### src/rtl/ahb_pkg.sv
// rtl/ahb_pkg.sv - shared AHB encodings, RV32I funct3 codes and arbiter state enum
package ahb_pkg;

  localparam logic [1:0] HTRANS_IDLE   = 2'b00;
  localparam logic [1:0] HTRANS_NONSEQ = 2'b10;

  localparam logic [2:0] HSIZE_BYTE = 3'b000;
  localparam logic [2:0] HSIZE_HALF = 3'b001;
  localparam logic [2:0] HSIZE_WORD = 3'b010;

  localparam logic [3:0] HPROT_FETCH = 4'b0000;
  localparam logic [3:0] HPROT_DATA  = 4'b0001;

  localparam logic [2:0] FN3_B  = 3'b000;
  localparam logic [2:0] FN3_H  = 3'b001;
  localparam logic [2:0] FN3_W  = 3'b010;
  localparam logic [2:0] FN3_BU = 3'b100;
  localparam logic [2:0] FN3_HU = 3'b101;

  typedef enum logic [1:0] {ST_IDLE, ST_ADDR, ST_DATA, ST_ERR} arb_state_e;

  function automatic logic [2:0] fn3_to_hsize(input logic [2:0] fn3);
    case (fn3)
      FN3_B, FN3_BU: return HSIZE_BYTE;
      FN3_H, FN3_HU: return HSIZE_HALF;
      default:       return HSIZE_WORD;
    endcase
  endfunction

  function automatic logic is_misaligned(input logic [2:0] size, input logic [1:0] alo);
    case (size)
      HSIZE_BYTE: return 1'b0;
      HSIZE_HALF: return alo[0];
      default:    return alo != 2'b00;
    endcase
  endfunction

endpackage

### src/rtl/ahb_port_arbiter_if.sv
// rtl/ahb_port_arbiter_if.sv - AHB-Lite master bus bundle driven by the port arbiter
interface ahb_port_arbiter_if;
  logic [31:0] haddr;
  logic [1:0]  htrans;
  logic        hwrite;
  logic [2:0]  hsize;
  logic [3:0]  hprot;
  logic [31:0] hwdata;
  logic [31:0] hrdata;
  logic        hready;
  logic        hresp;

  modport master (output haddr, htrans, hwrite, hsize, hprot, hwdata,
                  input  hrdata, hready, hresp);
  modport slave  (input  haddr, htrans, hwrite, hsize, hprot, hwdata,
                  output hrdata, hready, hresp);
endinterface

### src/rtl/ahb_load_align.sv
// rtl/ahb_load_align.sv - picks the load lane from the read word and sign/zero extends it
module ahb_load_align
  import ahb_pkg::*;
(
  input  logic [31:0] rdata,
  input  logic [2:0]  fn3,
  input  logic [1:0]  addr_lo,
  output logic [31:0] result
);

  logic [31:0] shifted;
  logic [7:0]  lane_b;
  logic [15:0] lane_h;

  assign shifted = rdata >> {addr_lo, 3'b000};
  assign lane_b  = shifted[7:0];
  assign lane_h  = addr_lo[1] ? rdata[31:16] : rdata[15:0];

  always_comb begin
    result = rdata;
    case (fn3)
      FN3_B:   result = {{24{lane_b[7]}}, lane_b};
      FN3_BU:  result = {24'b0, lane_b};
      FN3_H:   result = {{16{lane_h[15]}}, lane_h};
      FN3_HU:  result = {16'b0, lane_h};
      default: result = rdata;
    endcase
  end

endmodule

### src/rtl/ahb_port_arbiter.sv
// rtl/ahb_port_arbiter.sv - fetch/data port arbiter onto a single AHB-Lite master
module ahb_port_arbiter
  import ahb_pkg::*;
#(
  parameter logic [7:0] DATA_REGION = 8'hB0
) (
  input  logic        clk,
  input  logic        reset,
  input  logic        if_req,
  input  logic [31:0] if_addr,
  input  logic        d_req,
  input  logic        d_we,
  input  logic [31:0] d_addr,
  input  logic [31:0] d_wdata,
  input  logic [2:0]  d_fn3,
  output logic        rsp_valid,
  output logic        rsp_err,
  output logic        rsp_src,
  output logic [31:0] rsp_rdata,
  ahb_port_arbiter_if.master bus
);

  arb_state_e  state, state_n;
  logic [31:0] haddr_q, haddr_n, hwdata_q, hwdata_n;
  logic [1:0]  htrans_q, htrans_n;
  logic        hwrite_q, hwrite_n;
  logic [2:0]  hsize_q, hsize_n;
  logic [3:0]  hprot_q, hprot_n;
  logic        rsp_valid_n, rsp_err_n, rsp_src_n;
  logic [31:0] rsp_rdata_n;
  logic        owner, owner_n;
  logic [2:0]  cap_fn3, fn3_n;
  logic [1:0]  cap_alo, alo_n;
  logic [31:0] cap_wdata, wdata_n;
  logic [2:0]  sel_size;
  logic [1:0]  sel_alo;
  logic        sel_mis;
  logic [31:0] sel_wdata, load_data;
  logic        unused_addr_hi;

  assign unused_addr_hi = ^d_addr[31:24];

  assign sel_size  = d_req ? fn3_to_hsize(d_fn3) : HSIZE_WORD;
  assign sel_alo   = d_req ? d_addr[1:0] : if_addr[1:0];
  assign sel_mis   = is_misaligned(sel_size, sel_alo);
  assign sel_wdata = (sel_size == HSIZE_BYTE) ? {4{d_wdata[7:0]}} :
                     (sel_size == HSIZE_HALF) ? {2{d_wdata[15:0]}} : d_wdata;

  ahb_load_align u_align (
    .rdata   (bus.hrdata),
    .fn3     (cap_fn3),
    .addr_lo (cap_alo),
    .result  (load_data)
  );

  always_comb begin
    state_n     = state;
    haddr_n     = haddr_q;
    htrans_n    = htrans_q;
    hwrite_n    = hwrite_q;
    hsize_n     = hsize_q;
    hprot_n     = hprot_q;
    hwdata_n    = hwdata_q;
    rsp_valid_n = 1'b0;
    rsp_err_n   = 1'b0;
    rsp_src_n   = rsp_src;
    rsp_rdata_n = rsp_rdata;
    owner_n     = owner;
    fn3_n       = cap_fn3;
    alo_n       = cap_alo;
    wdata_n     = cap_wdata;
    case (state)
      // rsp_valid high marks the turnaround cycle, so requests are ignored then
      ST_IDLE: if (!rsp_valid && (d_req || if_req)) begin
        owner_n = d_req;
        if (sel_mis) begin
          rsp_valid_n = 1'b1;
          rsp_err_n   = 1'b1;
          rsp_src_n   = d_req;
          rsp_rdata_n = '0;
        end else begin
          state_n  = ST_ADDR;
          htrans_n = HTRANS_NONSEQ;
          haddr_n  = d_req ? {DATA_REGION, d_addr[23:0]} : if_addr;
          hwrite_n = d_req & d_we;
          hsize_n  = sel_size;
          hprot_n  = d_req ? HPROT_DATA : HPROT_FETCH;
          fn3_n    = d_req ? d_fn3 : FN3_W;
          alo_n    = sel_alo;
          wdata_n  = sel_wdata;
        end
      end
      ST_ADDR: if (bus.hready) begin
        state_n  = ST_DATA;
        htrans_n = HTRANS_IDLE;
        if (hwrite_q) hwdata_n = cap_wdata;
      end
      ST_DATA: if (bus.hready) begin
        state_n     = ST_IDLE;
        rsp_valid_n = 1'b1;
        rsp_err_n   = bus.hresp;
        rsp_src_n   = owner;
        rsp_rdata_n = bus.hresp ? '0 : load_data;
      end else if (bus.hresp) begin
        state_n = ST_ERR;
      end
      ST_ERR: if (bus.hready) begin
        state_n     = ST_IDLE;
        rsp_valid_n = 1'b1;
        rsp_err_n   = 1'b1;
        rsp_src_n   = owner;
        rsp_rdata_n = '0;
      end
      default: state_n = ST_IDLE;
    endcase
  end

  always_ff @(posedge clk) begin
    if (reset) begin
      state     <= ST_IDLE;
      haddr_q   <= '0;
      htrans_q  <= HTRANS_IDLE;
      hwrite_q  <= 1'b0;
      hsize_q   <= HSIZE_WORD;
      hprot_q   <= HPROT_FETCH;
      hwdata_q  <= '0;
      rsp_valid <= 1'b0;
      rsp_err   <= 1'b0;
      rsp_src   <= 1'b0;
      rsp_rdata <= '0;
      owner     <= 1'b0;
      cap_fn3   <= FN3_W;
      cap_alo   <= '0;
      cap_wdata <= '0;
    end else begin
      state     <= state_n;
      haddr_q   <= haddr_n;
      htrans_q  <= htrans_n;
      hwrite_q  <= hwrite_n;
      hsize_q   <= hsize_n;
      hprot_q   <= hprot_n;
      hwdata_q  <= hwdata_n;
      rsp_valid <= rsp_valid_n;
      rsp_err   <= rsp_err_n;
      rsp_src   <= rsp_src_n;
      rsp_rdata <= rsp_rdata_n;
      owner     <= owner_n;
      cap_fn3   <= fn3_n;
      cap_alo   <= alo_n;
      cap_wdata <= wdata_n;
    end
  end

  assign bus.haddr  = haddr_q;
  assign bus.htrans = htrans_q;
  assign bus.hwrite = hwrite_q;
  assign bus.hsize  = hsize_q;
  assign bus.hprot  = hprot_q;
  assign bus.hwdata = hwdata_q;

endmodule

### src/flat_wrapper.sv
// flat-port wrapper written by rule: the top's interface ports become plain ports
module ahb_port_arbiter_flat import ahb_pkg::*;
#(
  parameter logic [7:0] DATA_REGION = 8'hB0
)
  (clk, reset, if_req, if_addr, d_req, d_we, d_addr, d_wdata, d_fn3, rsp_valid, rsp_err, rsp_src, rsp_rdata, bus_haddr, bus_htrans, bus_hwrite, bus_hsize, bus_hprot, bus_hwdata, bus_hrdata, bus_hready, bus_hresp);
  ahb_port_arbiter_if bus_i ();
  input  logic clk;
  input  logic reset;
  input  logic if_req;
  input  logic [31:0] if_addr;
  input  logic d_req;
  input  logic d_we;
  input  logic [31:0] d_addr;
  input  logic [31:0] d_wdata;
  input  logic [2:0] d_fn3;
  output logic rsp_valid;
  output logic rsp_err;
  output logic rsp_src;
  output logic [31:0] rsp_rdata;
  output wire logic [$bits(bus_i.haddr)-1:0] bus_haddr;
  output wire logic [$bits(bus_i.htrans)-1:0] bus_htrans;
  output wire logic [$bits(bus_i.hwrite)-1:0] bus_hwrite;
  output wire logic [$bits(bus_i.hsize)-1:0] bus_hsize;
  output wire logic [$bits(bus_i.hprot)-1:0] bus_hprot;
  output wire logic [$bits(bus_i.hwdata)-1:0] bus_hwdata;
  input wire logic [$bits(bus_i.hrdata)-1:0] bus_hrdata;
  input wire logic [$bits(bus_i.hready)-1:0] bus_hready;
  input wire logic [$bits(bus_i.hresp)-1:0] bus_hresp;
  assign bus_haddr = bus_i.haddr;
  assign bus_htrans = bus_i.htrans;
  assign bus_hwrite = bus_i.hwrite;
  assign bus_hsize = bus_i.hsize;
  assign bus_hprot = bus_i.hprot;
  assign bus_hwdata = bus_i.hwdata;
  assign bus_i.hrdata = bus_hrdata;
  assign bus_i.hready = bus_hready;
  assign bus_i.hresp = bus_hresp;
  ahb_port_arbiter #(.DATA_REGION(DATA_REGION)) u_core (.clk(clk), .reset(reset), .if_req(if_req), .if_addr(if_addr), .d_req(d_req), .d_we(d_we), .d_addr(d_addr), .d_wdata(d_wdata), .d_fn3(d_fn3), .rsp_valid(rsp_valid), .rsp_err(rsp_err), .rsp_src(rsp_src), .rsp_rdata(rsp_rdata), .bus(bus_i));
endmodule
### config.mk
export PLATFORM = sky130hd
export DESIGN_NAME = ahb_port_arbiter_flat
export DESIGN_NICKNAME = d
export VERILOG_FILES = /design/src/rtl/ahb_pkg.sv /design/src/rtl/ahb_port_arbiter_if.sv /design/src/rtl/ahb_load_align.sv /design/src/rtl/ahb_port_arbiter.sv /design/src/flat_wrapper.sv
export SDC_FILE = /design/constraint.sdc
export NUM_CORES = 1
export LEC_CHECK = 0
export ABC_AREA = 0
export CAP_MARGIN = 25
export CORE_AREA = 3 3 129 156
export DETAILED_ROUTE_END_ITERATION = 7
export DIE_AREA = 0 0 132 159
export PLACE_DENSITY = 0.64
export SYNTH_ARGS = -nofsm -noshare
export SYNTH_HDL_FRONTEND = slang
export SYNTH_HIERARCHICAL = 1
export SYNTH_SLANG_ARGS = --single-unit
### constraint.sdc
create_clock -name clk -period 2.5 [get_ports clk]
set_clock_uncertainty 0.1 [all_clocks]
set_input_delay 0.5 -clock clk [delete_from_list [all_inputs] [get_ports clk]]
set_output_delay 0.5 -clock clk [all_outputs]
set_load 0.005 [all_outputs]
-- Word level (Yosys, flattened, before mapping)
Cells that the tools add are included.
- ROM bits: 0
- bits in latches: 0
- logic and storage cells: 94
- flip-flop bits (word level): 149
- bits in writable memories: 0
- memories: 0
- bitwise logic cells: 2
- mux-type cells: 37
- magnitude comparators: 0
- add/sub/neg operators: 0
- reductions and logical operators: 21
- multipliers: 0
- divide/modulo/power cells: 0
- shift operators: 1
- eq/ne operators: 18
- operator list (operator ; number):
    32-bit two-way mux ; 8
    32-bit case mux with 4 select lines ; 1
    32-bit case mux with 3 select lines ; 1
    32-bit by 5-bit right shift with 8-bit output ; 1
    2-bit two-way mux ; 10
    16-bit two-way mux ; 1
    3-bit equality test, second input constant ; 4
    5-bit AND reduction ; 2
    3-bit by 1-bit equality test with 1-bit output, second input constant ; 3
    3-bit logical NOT ; 3
    1-bit two-way mux ; 8
    2-bit != test, second input constant ; 4
    2-bit case mux with 2 select lines ; 2
    2-bit case mux with 4 select lines ; 1
    4-bit AND reduction ; 2
    2-bit by 1-bit != test with 1-bit output, second input constant ; 3
    1-bit case mux with 2 select lines ; 3
    3-bit AND reduction ; 2
    2-bit nonzero test ; 3
    2-bit OR reduction ; 3
    2-bit equality test, second input constant ; 2
    3-bit two-way mux ; 1
    3-bit != test, second input constant ; 1
    1-bit case mux with 3 select lines ; 1
    9 further kinds ; 9

-- Depth between registers and ports, before layout
Gate-level depths: netlist of run 1.
- depth in word-level cells: 9
- mapped depth: 8
- mapped depth without buffers: 6

-- Modules after synthesis
The synthesis of run 1 kept the hierarchy.
- modules (own cells, without submodules) (module ; area an instance (um2) ; cells each ; instances ; sequential area each (um2)):
    ahb_port_arbiter ; 5855.6 ; 682 ; 1 ; 2822.7
    ahb_load_align ; 628.1 ; 109 ; 1 ; 0.0

-- Worst setup path before layout of run 1
Ideal clock, no wire load.
- path type: input to register
- start: in bus_hrdata[31]
- end: reg u_core.rsp_rdata[31]
- data required time: 2.275 ns
- setup time: 0.125 ns
- cell stages on the path: 7
- slack: 0.577 ns
- buffers on the path: 1
- arrival time: 1.698 ns
- path through: mux4_2 -> nor3b_4 -> o21bai_4 -> buf_6 -> nand2_1 -> nand3_1 -> o21ai_0
- longest elaborated chain between the ends: 5
- elaborated cells between the ends (all ways): 6
- ends and longest elaborated chain (what ; line ; text):
    start: declaration ; flat_wrapper.sv:27 ; input wire logic [$bits(bus_i.hrdata)-1:0] bus_hrdata;
    32-bit by 5-bit right shift with 8-bit output / 16-bit two-way mux (equally long branches) ; ahb_load_align.sv:15, ahb_load_align.sv:17 ;
    32-bit case mux with 4 select lines * ; ahb_load_align.sv:21 ; case (fn3)
    via u_core.load_data[31] ; ahb_port_arbiter.sv:38 ; logic [31:0] sel_wdata, load_data;
    32-bit two-way mux * ; ahb_port_arbiter.sv:103 ; rsp_rdata_n = bus.hresp ? '0 : load_data;
    32-bit two-way mux * ; ahb_port_arbiter.sv:98 ; ST_DATA: if (bus.hready) begin
    32-bit case mux with 3 select lines * ; ahb_port_arbiter.sv:72 ; case (state)
    end signal: assignment ; ahb_port_arbiter.sv:146 ; rsp_rdata <= rsp_rdata_n;
    end: declaration ; ahb_port_arbiter.sv:19 ; output logic [31:0] rsp_rdata,
The timed path passes the listed nets; every way through them passes the cells marked *. The select of a mux whose other input is x is not followed.
A chain may end at the register's enable or synchronous reset.

-- Worst setup path after layout of run 1
- start: reg u_core.haddr_q[1], in the netlist u_core/bus.haddr[1]
- end: out bus_haddr[1]
- RTL lines (what ; line ; text):
    start: declaration ; ahb_port_arbiter.sv:24 ; logic [31:0] haddr_q, haddr_n, hwdata_q, hwdata_n;
    start signal: assignment ; ahb_port_arbiter.sv:137 ; haddr_q <= haddr_n;
    end: declaration ; flat_wrapper.sv:21 ; output wire logic [$bits(bus_i.haddr)-1:0] bus_haddr;
No word-level cell between the ends.

==> results of run 1 <==
-- synth_stat cells (all sizes together), types with 2 or more instances --
cell | n | area (um^2)
a211oi | 27 | 203
a21oi | 112 | 561
a22o | 5 | 43.8
a22oi | 8 | 60.1
a311oi | 16 | 140
buf | 36 | 228
clkbuf | 45 | 169
dfxtp | 141 | 2820
inv | 3 | 11.3
mux2 | 5 | 56.3
mux2i | 37 | 370
nand2 | 148 | 561
nand2b | 36 | 225
nand3 | 41 | 205
nand3b | 2 | 15.0
nand4 | 4 | 25.0
nor2 | 15 | 63.8
nor2b | 5 | 31.3
nor4 | 3 | 40.0
o2111ai | 8 | 70.1
o211ai | 2 | 15.0
o21ai | 72 | 372
o21bai | 3 | 33.8
o32ai | 2 | 17.5
or2 | 4 | 25.0
-- through the flow --
stage / hold WS, ns / worst slack (ns) / cells
after floorplan: 0.328 / 0.577 / 795
after detailed placement: 0.347 / 0.0337 / 1236
final: 0.353 / 0.297 / 1268
after global placement: 0.341 / 0.0904 / 1236
after CTS: 0.356 / 0.0732 / 1268
after global routing: 0.366 / 0.214 / 1268
-- registers in the layout, summed over array words and instances (netlist names), 2 cells and up --
name,cells
u_core/bus.hwdata,32
u_core/cap_wdata,32
u_core/cap_fn3,3
u_core/bus.haddr,32
u_core/rsp_rdata,32
u_core/state,2
-- worst register-to-register path: cells and delay by family (launching register included) --
family                 cells  cell delay [ns]
AND/OR/NAND/NOR            2             0.99
flip-flops                 1             0.41
buffers and inverters      1             0.20
AO/OA/AOI/OAI              1             0.19
-- layout make-up --
type | instances | area share [%]
repair buffers | 266 | 27.9
clock inverters | 15 | 1.60
flip-flops and latches | 141 | 28.9
clock buffers | 17 | 4.36
inverters | 3 | 0.115
multi-input cells | 570 | 33.8
well taps | 256 | 3.28
-- final timing paths --
check	from	endpoint	slack, ns
min	u_core/bus.hwdata[16]	u_core/bus.hwdata[16]	0.35
max	u_core/bus.haddr[1]	bus_haddr[1]	0.30
max reg2reg	u_core/state[1]	u_core/bus.haddr[30]	0.55
min reg2reg	u_core/bus.hwdata[16]	u_core/bus.hwdata[16]	0.35
-- routing by layer --
layer,wire length [um],vias to the layer above,global-route usage [%]
li1,-,3206,-
met1,9330,2960,25.9
met2,10100,196,31.0
met3,1270,33,5.21
met4,541,2,7.93
met5,13,-,0
-- power by group through the flow --
stage          sequential (mW)  combinational, mW  clock, mW
2_1_floorplan             2.49              0.595          0
3_5_place_dp              2.50               1.19          0
3_3_place_gp              2.50               1.19          0
6_report                  2.45               1.19       2.50
4_1_cts                   2.45               1.20       2.56
5_1_grt                   2.47               1.29       2.66
-- cell usage in the layout (no fill, tap or decap), types with 17 or more instances in the layout --
cell             count
nand2_1            146
a211oi_1            27
mux2i_1             37
a21oi_1            112
nand3_1             41
clkdlybuf4s50_1    231
clkbuf_16           17
o21ai_0             65
nand2b_1            36
dfxtp_1            140
buf_4               22
-- logic make-up (layout without fill, tap and decap cells) --
| group | count (synthesis) | count (layout) | synth area share, % |
|---|---|---|---|
| buf+inv | 84 | 301 | 6.29 |
| other cells | 1 | 5 | 0.0578 |
| compound gates | 259 | 259 | 24.1 |
| mux | 43 | 43 | 6.93 |
| flops | 141 | 141 | 43.5 |
| simple gates | 263 | 263 | 19.1 |
==> impl_results.md, run 1 <==
* Sequential area share after synthesis at 43.5%
* Io pins at 247
* Status: completed
* Post-synth EDFFs at 0
* Required @ worst endpoint at 1.90 ns
* First-pass GRT wire length at 33900 um
* Hold Path Stages at 2
* Routability cong. at 0.863
* Cell-internal power at 4.41 mW
* Share of layout cells above drive strength 1 at 8.89%
* WL/cell at 16.8 um
* Longest Clk Path Bufs at 2
* Final core occ at 51.9%
* FILL cells at 1783
* Final instance area at 9760 um^2
* Setup bufs post-CTS at 0
* Async SR Flop Fraction at 0%
* Crit. End Element: output pin
* Flop pwr share at 39.9%
* Register area at 2820 um^2
* Largest net degree at the start of global routing at 89
* Hold crit path type: reg2reg
* Slew Limit Fails at 0
* Reg2Reg Depth at 4
* Setup violators final at 0
* Cell Area, Synth at 6480 um^2
* CTS Buf Count at 17
* Core area at 18800 um^2
* Biggest cell delay along the critical path at 0.50 ns
* FF+latch count, synth at 141
* Insertion delay of the later-clocked pin in the worst-skew pair at 0.42 ns
* Vias in the first global route at 6166
* Synthesis-to-finish area growth at 50.5%
* Die area at 21000 um^2
* YS warnings at 6
* Yosys cell types at 46
* Drt pass-1 iters at 5
* Max Fclk at 454 MHz
* Family with the most delay on the worst path: buffers and inverters
* Crit path max-delay cell type: dfxtp_2
* Sw Ratio at 28.3%
* Bufs and invs on worst path at 2
* Hold Fails Final Rpt at 0
* Crit share post-route at 88.1%
* Combinational fraction of design power at 19.3%
* DP HPWL at 15000 um
* Final #Nets at 1137
* Setup tns final at 0 ns
* RSZ-0062 raised after global routing: no
* Worst Setup Path Type: reg2out
* Top_reg_cell synth: dfxtp_1
* CTS H-Tree Depth at 4
* Final worst path period need at 2.20 ns
* Crit Path Max Fanout at 12
* Slew headroom at 54.8%
* Max-Cap Viols at 0
* Die extent in x at 132 um
* Routed via count at 6397
* CTS tree: done
* Global route total overflow at 0
* Synth Instances at 791
* Peak VDD IR at 0.000367 V
* Row cnt at 55
* Initial antenna violation count at 1
* Initial DRC count at 400
* WP depth at 2
* DRC at 0
* Port bufs at 233
* Worst-Margin Slew at 0.678 ns
* Detailed Route WL at 21300 um
* Antenna-violating nets left at 0
* Critical-path cell list: buf_4 > clkdlybuf4s50_1
* Antenna Cells at 0
* Clock slew seen by the registers of the worst setup and hold paths at 0.06 ns
* CTS root buf: clkbuf_16
* GRT Util Overall at 19.8%
* Total power at 6.14 mW
* Chip height at 159 um
* Initial core utilization at 34.5%
* Leak at 3.49 nW
* Multi-input gate area in the final layout at 3300 um^2
* Syn Area/Cell at 8.20 um^2
* Cell area power density at 630 nW/um^2
* Clock power frac at 40.7%
* WP data arrival at 1.60 ns
* CP Launch Type: register
* PostCTS Resize Cnt at 0
* Area after DPL at 9170 um^2
* NetSw at 1.74 mW
* Clk sinks at 141
* Vias per std cell at 5.04
* Cts hold-fix bufs at 0
No activity file was read; power rests on OpenSTA's default activity.
==> run 2: changes to the inputs <==
--- a/config.mk
+++ b/config.mk
@@ -11,6 +11,7 @@
 export DETAILED_ROUTE_END_ITERATION = 7
 export DIE_AREA = 0 0 132 159
 export PLACE_DENSITY = 0.64
+export SETUP_SLACK_MARGIN = 0.5
 export SYNTH_ARGS = -nofsm -noshare
 export SYNTH_HDL_FRONTEND = slang
 export SYNTH_HIERARCHICAL = 1
==> impl_results.md, run 2 (synthesized netlist as in run 1, its figures left out) <==
* Final #Nets at 1151 (was 1137)
* Met2 WL at 10700 um (was 10100 um)
* Initial antenna violation count at 1 (unchanged)
* Required @ worst endpoint at 2.70 ns (was 1.90 ns)
* Final worst path period need at 2.06 ns (was 2.20 ns)
* Clk sinks at 141 (unchanged)
* Vias per std cell at 5.14 (was 5.04)
* Peak VDD IR at 0.000357 V (was 0.000367 V)
* Port bufs at 233 (unchanged)
* R2R Setup Slk at 0.60 ns (was 0.55 ns)
* Die extent in x at 132 um (unchanged)
* Routed via count at 6585 (was 6397)
* Row cnt at 55 (unchanged)
* Reg2Reg Depth at 5 (was 4)
* CTS root buf: clkbuf_16 (unchanged)
* Status: completed (unchanged)
* Antenna-violating nets left at 0 (unchanged)
* R2r startpoint: u_core/state[1] (unchanged)
* Final instance area at 10000 um^2 (was 9760 um^2)
* Longest Clk Path Bufs at 2 (unchanged)
* Largest net degree at the start of global routing at 89 (unchanged)
* Slew Limit Fails at 0 (unchanged)
* Crit. End Element: register (was output pin)
* DP HPWL at 15000 um (unchanged)
* Worst-Margin Slew at 0.573 ns (was 0.678 ns)
* Hold Path Stages at 2 (unchanged)
* Leak at 3.68 nW (was 3.49 nW)
* Hold crit path type: reg2reg (unchanged)
* Setup tns final at 0 ns (unchanged)
* Worst Setup Path Type: in2reg (was reg2out)
* Initial core utilization at 34.5% (unchanged)
* Global route total overflow at 0 (unchanged)
* Crit Path Max Fanout at 10 (was 12)
* Commonest cells after routing, fill and taps aside: clkdlybuf4s50_1 (224), nand2_1 (146), dfxtp_1 (135) (was clkdlybuf4s50_1 (231), nand2_1 (146), dfxtp_1 (140))
* RSZ-0062 raised after global routing: yes (was no)
* Max Fclk at 485 MHz (was 454 MHz)
* Top sig layer: met5 (unchanged)
* Reg2reg end: u_core/rsp_rdata[12] (was u_core/bus.haddr[30])
* WP data arrival at 2.27 ns (was 1.60 ns)
* WL met1 at 9530 um (was 9330 um)
* Placed insts at 1236 (unchanged)
* Worst Hold End: u_core/bus.hwdata[0] (was u_core/bus.hwdata[16])
* HP Start: u_core/cap_wdata[0] (was u_core/bus.hwdata[16])
* Share of layout cells above drive strength 1 at 11.0% (was 8.89%)
* Area after DPL at 9170 um^2 (unchanged)
* Io pins at 247 (unchanged)
* Chip height at 159 um (unchanged)
* CTS tree: done (unchanged)
* CP Launch Type: input pin (was register)
* Metal3 WL at 1510 um (was 1270 um)
* CTS H-Tree Depth at 4 (unchanged)
* Setup ws final at 0.437 ns (was 0.297 ns)
* Synthesis-to-finish area growth at 54.8% (was 50.5%)
* Core area at 18800 um^2 (unchanged)
* Final core occ at 53.4% (was 51.9%)
* Most common library cell in the layout ignoring fill and taps: clkdlybuf4s50_1 (unchanged)
* Detailed Route WL at 22300 um (was 21300 um)
* Antenna Cells at 0 (unchanged)
* Initial DRC count at 481 (was 400)
* CTS Buf Count at 17 (unchanged)
* Max-Cap Viols at 0 (unchanged)
* Final Instance Count excl. Fillers at 1282 (was 1268)
* WL/cell at 17.4 um (was 16.8 um)
* Crit share post-route at 82.5% (was 88.1%)
* Die area at 21000 um^2 (unchanged)
* Hold Fails Final Rpt at 0 (unchanged)
* Setup violators final at 0 (unchanged)
* Insertion delay of the later-clocked pin in the worst-skew pair at 0.42 ns (about the same)
* Cell area power density at 625 nW/um^2 (was 630 nW/um^2)
* First-pass GRT wire length at 33900 um (about the same)
* Drt pass-1 iters at 5 (unchanged)
* GRT Util Overall at 19.8% (about the same)
* Vias in the first global route at 6173 (was 6166)
* Setup WS pre-CTS at 0.0337 ns (unchanged)
* Slew headroom at 61.7% (was 54.8%)
* Routability cong. at 0.863 (unchanged)
* Clock slew seen by the registers of the worst setup and hold paths at 0.07 ns (was 0.06 ns)
* DRC at 0 (unchanged)
==> run 2: layer usage <==
| layer | vias to the layer above | track usage (%) |
|---|---|---|
| li1 | 3238 | - |
| met1 | 3064 | 26.0 |
| met2 | 247 | 31.0 |
| met3 | 34 | 5.21 |
| met4 | 2 | 7.93 |
| met5 | - | 0 |
==> run 2: worst max-delay path, stage by stage <==
cell and delay [ns]:
clkdlybuf4s50_1 0.50, o21ai_2 0.29, a2bb2oi_4 0.28, buf_12 0.14
clkbuf_16 0.15, a21oi_1 0.07, a311oi_1 0.32
==> run 2: worst max path at each step <==
stage	from	to	slack [ns]	cells past startpoint
final	d_addr[1]	u_core/cap_wdata[10]	0.44	7
after global routing	d_addr[1]	u_core/cap_wdata[10]	0.45	7
after CTS	u_core/bus.haddr[1]	bus_haddr[1]	0.50	2
after detailed placement	if_req	u_core/bus.haddr[24]	0.03	6
after global placement	if_req	u_core/bus.haddr[30]	0.09	6
after floorplan	bus_hrdata[31]	u_core/rsp_rdata[31]	0.58	7
==> run 2: layout make-up <==
| class | count | area (um^2) |
|---|---|---|
| Clock buffer | 17 | 425 |
| Clock inverter | 15 | 156 |
| Fill cell | 1748 | 8750 |
| Inverter | 3 | 11.3 |
| Multi-Input combinational cell | 570 | 3330 |
| Sequential cell | 141 | 2840 |
| Tap cell | 256 | 320 |
| Timing Repair Buffer | 280 | 2960 |
==> run 2: per-stage QoR <==
stage / hold slack, ns / power [mW]
3_3_place_gp: 0.341 / 3.69
6_report: 0.351 / 6.27
2_1_floorplan: 0.328 / 3.08
4_1_cts: 0.356 / 6.21
3_5_place_dp: 0.347 / 3.69
5_1_grt: 0.366 / 6.54
==> run 2: timing repair <==
item,4_1_cts,5_1_grt
gates cloned,0,6
pin swaps,1,3
setup endpoints to repair,8,89
buffers inserted,1,7
hold buffers,0,0
resized for setup,5,18
hold endpoints to repair,0,0
==> run 2: where the power goes <==
part | internal, mW | switching [mW] | leakage [nW] | total (mW)
Sequential | 2.38 | 0.0723 | 1.15 | 2.45
Combinational | 0.700 | 0.617 | 2.25 | 1.32
Clock | 1.41 | 1.10 | 0.280 | 2.51
==> run 3: changes to the inputs <==
==> constraint.sdc (replaced) <==
create_clock -name clk -period 2.09 [get_ports clk]
set_clock_uncertainty 0.1 [all_clocks]
set_input_delay 0.418 -clock clk [delete_from_list [all_inputs] [get_ports clk]]
set_output_delay 0.418 -clock clk [all_outputs]
set_load 0.005 [all_outputs]
==> impl_results.md, run 3 (synthesized netlist as in run 1, its figures left out) <==
* Final instance area at 11400 um^2 (was 10000 um^2)
* Most common library cell in the layout ignoring fill and taps: dfxtp_1 (was clkdlybuf4s50_1)
* DP HPWL at 15500 um (was 15000 um)
* Setup violators final at 0 (unchanged)
* Max Fclk at 531 MHz
* Routability cong. at 0.870 (was 0.863)
* Worst-Margin Slew at 0.495 ns (was 0.573 ns)
* RSZ-0062 raised after global routing: yes (unchanged)
* Crit Path Max Fanout at 6 (was 10)
* Io pins at 247 (unchanged)
* WL/cell at 19.0 um (was 17.4 um)
* CTS root buf: clkbuf_16 (unchanged)
* Share of layout cells above drive strength 1 at 30.0% (was 11.0%)
* Routed via count at 7049 (was 6585)
* Die area at 21000 um^2 (unchanged)
* Hold crit path type: in2reg (was reg2reg)
* Max-Cap Viols at 0 (unchanged)
* Initial core utilization at 34.5% (unchanged)
* GRT Util Overall at 22.1% (was 19.8%)
* Setup tns final at 0 ns (unchanged)
* Area after DPL at 9490 um^2 (was 9170 um^2)
* First-pass GRT wire length at 37400 um (was 33900 um)
* Initial antenna violation count at 1 (unchanged)
* Most used cell, CP: buf_8
* Peak VDD IR at 0.000574 V (was 0.000357 V)
* Critical-path cell list: or4_4 > buf_6 > buf_8 > buf_4 > buf_8 > o21ai_2 > a21oi_1 (was clkdlybuf4s50_1 > o21ai_2 > a2bb2oi_4 > buf_12 > clkbuf_16 > a21oi_1 > a311oi_1)
* Slew headroom at 66.9% (was 61.7%)
* Global route total overflow at 0 (unchanged)
* Family with the most delay on the worst path: buffers and inverters (was compound AO/OA/AOI/OAI gates)
* Status: completed (unchanged)
* Cts hold-fix bufs at 0 (unchanged)
* CP Launch Type: register (was input pin)
* Core area at 18800 um^2 (unchanged)
* CTS tree: done (unchanged)
* CTS Buf Count at 17 (unchanged)
* Hold slack at 0.290 ns (was 0.351 ns)
* Worst Setup Path Type: reg2reg (was in2reg)
* Insertion delay of the later-clocked pin in the worst-skew pair at 0.42 ns (about the same)
* Crit path max-delay cell type: or4_4 (was clkdlybuf4s50_1)
* Clock slew seen by the registers of the worst setup and hold paths at 0.07 ns (about the same)
* DRC at 0 (unchanged)
* Slew Limit Fails at 0 (unchanged)
* Cell area power density at 700 nW/um^2 (was 625 nW/um^2)
* Drt pass-1 iters at 7 (was 5)
* Crit share post-route at 90.1%
* Bufs and invs on worst path at 4 (was 3)
* Vias per std cell at 5.23 (was 5.14)
* Crit. End Element: register (unchanged)
* Initial DRC count at 529 (was 481)
* Port bufs at 233 (unchanged)
* Chip height at 159 um (unchanged)
* Antenna-violating nets left at 0 (unchanged)
* Detailed Route WL at 25600 um (was 22300 um)
* Synthesis-to-finish area growth at 76.5% (was 54.8%)
* Required @ worst endpoint at 2.28 ns (was 2.70 ns)
* Vias in the first global route at 6924 (was 6173)
* Clk sinks at 141 (unchanged)
* Largest net degree at the start of global routing at 79 (was 89)
* Biggest cell delay along the critical path at 0.51 ns (was 0.50 ns)
* Final #Nets at 1216 (was 1151)
* Final worst path period need at 1.88 ns
* FILL cells at 1635 (was 1748)
* Hold Fails Final Rpt at 0 (unchanged)
* Die extent in x at 132 um (unchanged)
* CTS H-Tree Depth at 4 (unchanged)
* Leak at 4.61 nW (was 3.68 nW)
* Longest Clk Path Bufs at 2 (unchanged)
* Row cnt at 55 (unchanged)
* Commonest cells after routing, fill and taps aside: dfxtp_1 (120), clkdlybuf4s50_1 (115), nand2_1 (113) (was clkdlybuf4s50_1 (224), nand2_1 (146), dfxtp_1 (135))
* WP data arrival at 2.07 ns (was 2.27 ns)
[run 3: changes by cell type in the layout (fill, tap and decap cells not counted), moves of 27 or more]
cell             delta
dlygate4sd2_1      +97
a21oi_1            -27
nand2_1            -33
nand2_4            +32
buf_4              +32
clkdlybuf4s50_1   -109
o21ai_0            -50
[run 3: report_power, final]
| part | switching (mW) | leakage, nW | internal [mW] | total (mW) |
|---|---|---|---|---|
| clock | 1.42 | 0.289 | 1.61 | 3.03 |
| combinational | 0.960 | 3.16 | 1.09 | 2.05 |
| sequential | 0.0914 | 1.16 | 2.84 | 2.93 |
| total | 2.47 | 4.61 | 5.54 | 8.01 |
[run 3: path summary, 6_finish.rpt]
path                   startpoint                    to  slack [ns]  depth (start not counted)
max reg2reg       u_core/state[1]  u_core/cap_wdata[30]        0.21                          7
min reg2reg  u_core/bus.hwdata[0]  u_core/bus.hwdata[0]        0.35                          2
max               u_core/state[1]  u_core/cap_wdata[30]        0.21                          7
min                    bus_hready       u_core/state[1]        0.29                          3
[run 3: layout make-up]
class | instances | area [um^2] | share of cell area, %
multi-input cells | 570 | 4030 | 35.2
repair buffers | 345 | 3630 | 31.7
flip-flops and latches | 141 | 2860 | 25.0
clock buffers | 17 | 425 | 3.72
well taps | 256 | 320 | 2.80
clock inverters | 15 | 173 | 1.51
inverters | 3 | 11.3 | 0.0984
diodes | 1 | 2.50 | 0.0219
[run 3: what timing repair did]
action | CTS | global route
pin swaps | 44 | 46
gates cloned | 8 | 7
gates resized for setup | 227 | 179
setup endpoints to repair | 210 | 145
buffers inserted | 20 | 9
[run 3: routing by layer]
metal / track usage (%) / routed length, um / up-vias
met2: 37.1 / 12900 / 291
li1: - / - / 3391
met3: 5.53 / 1740 / 38
met4: 9.03 / 621 / 0
met5: 0 / 0 / -
met1: 27.2 / 10400 / 3329
[run 3: worst min-delay path, stage by stage]
cell and delay (ns):
dlymetal6s2s_1 0.16, nand2b_1 0.13, a21oi_1 0.06
[run 3: per-stage QoR]
stage          util (%)  cells  power [mW]  worst slack (ns)
2_1_floorplan         -    795        3.72             0.287
3_3_place_gp       50.5   1271        4.52            -0.154
3_5_place_dp       50.5   1271        4.53            -0.207
4_1_cts            56.5   1331        7.87             0.241
5_1_grt            60.9   1348        8.36             0.168
6_report           60.9   1348        8.01             0.206
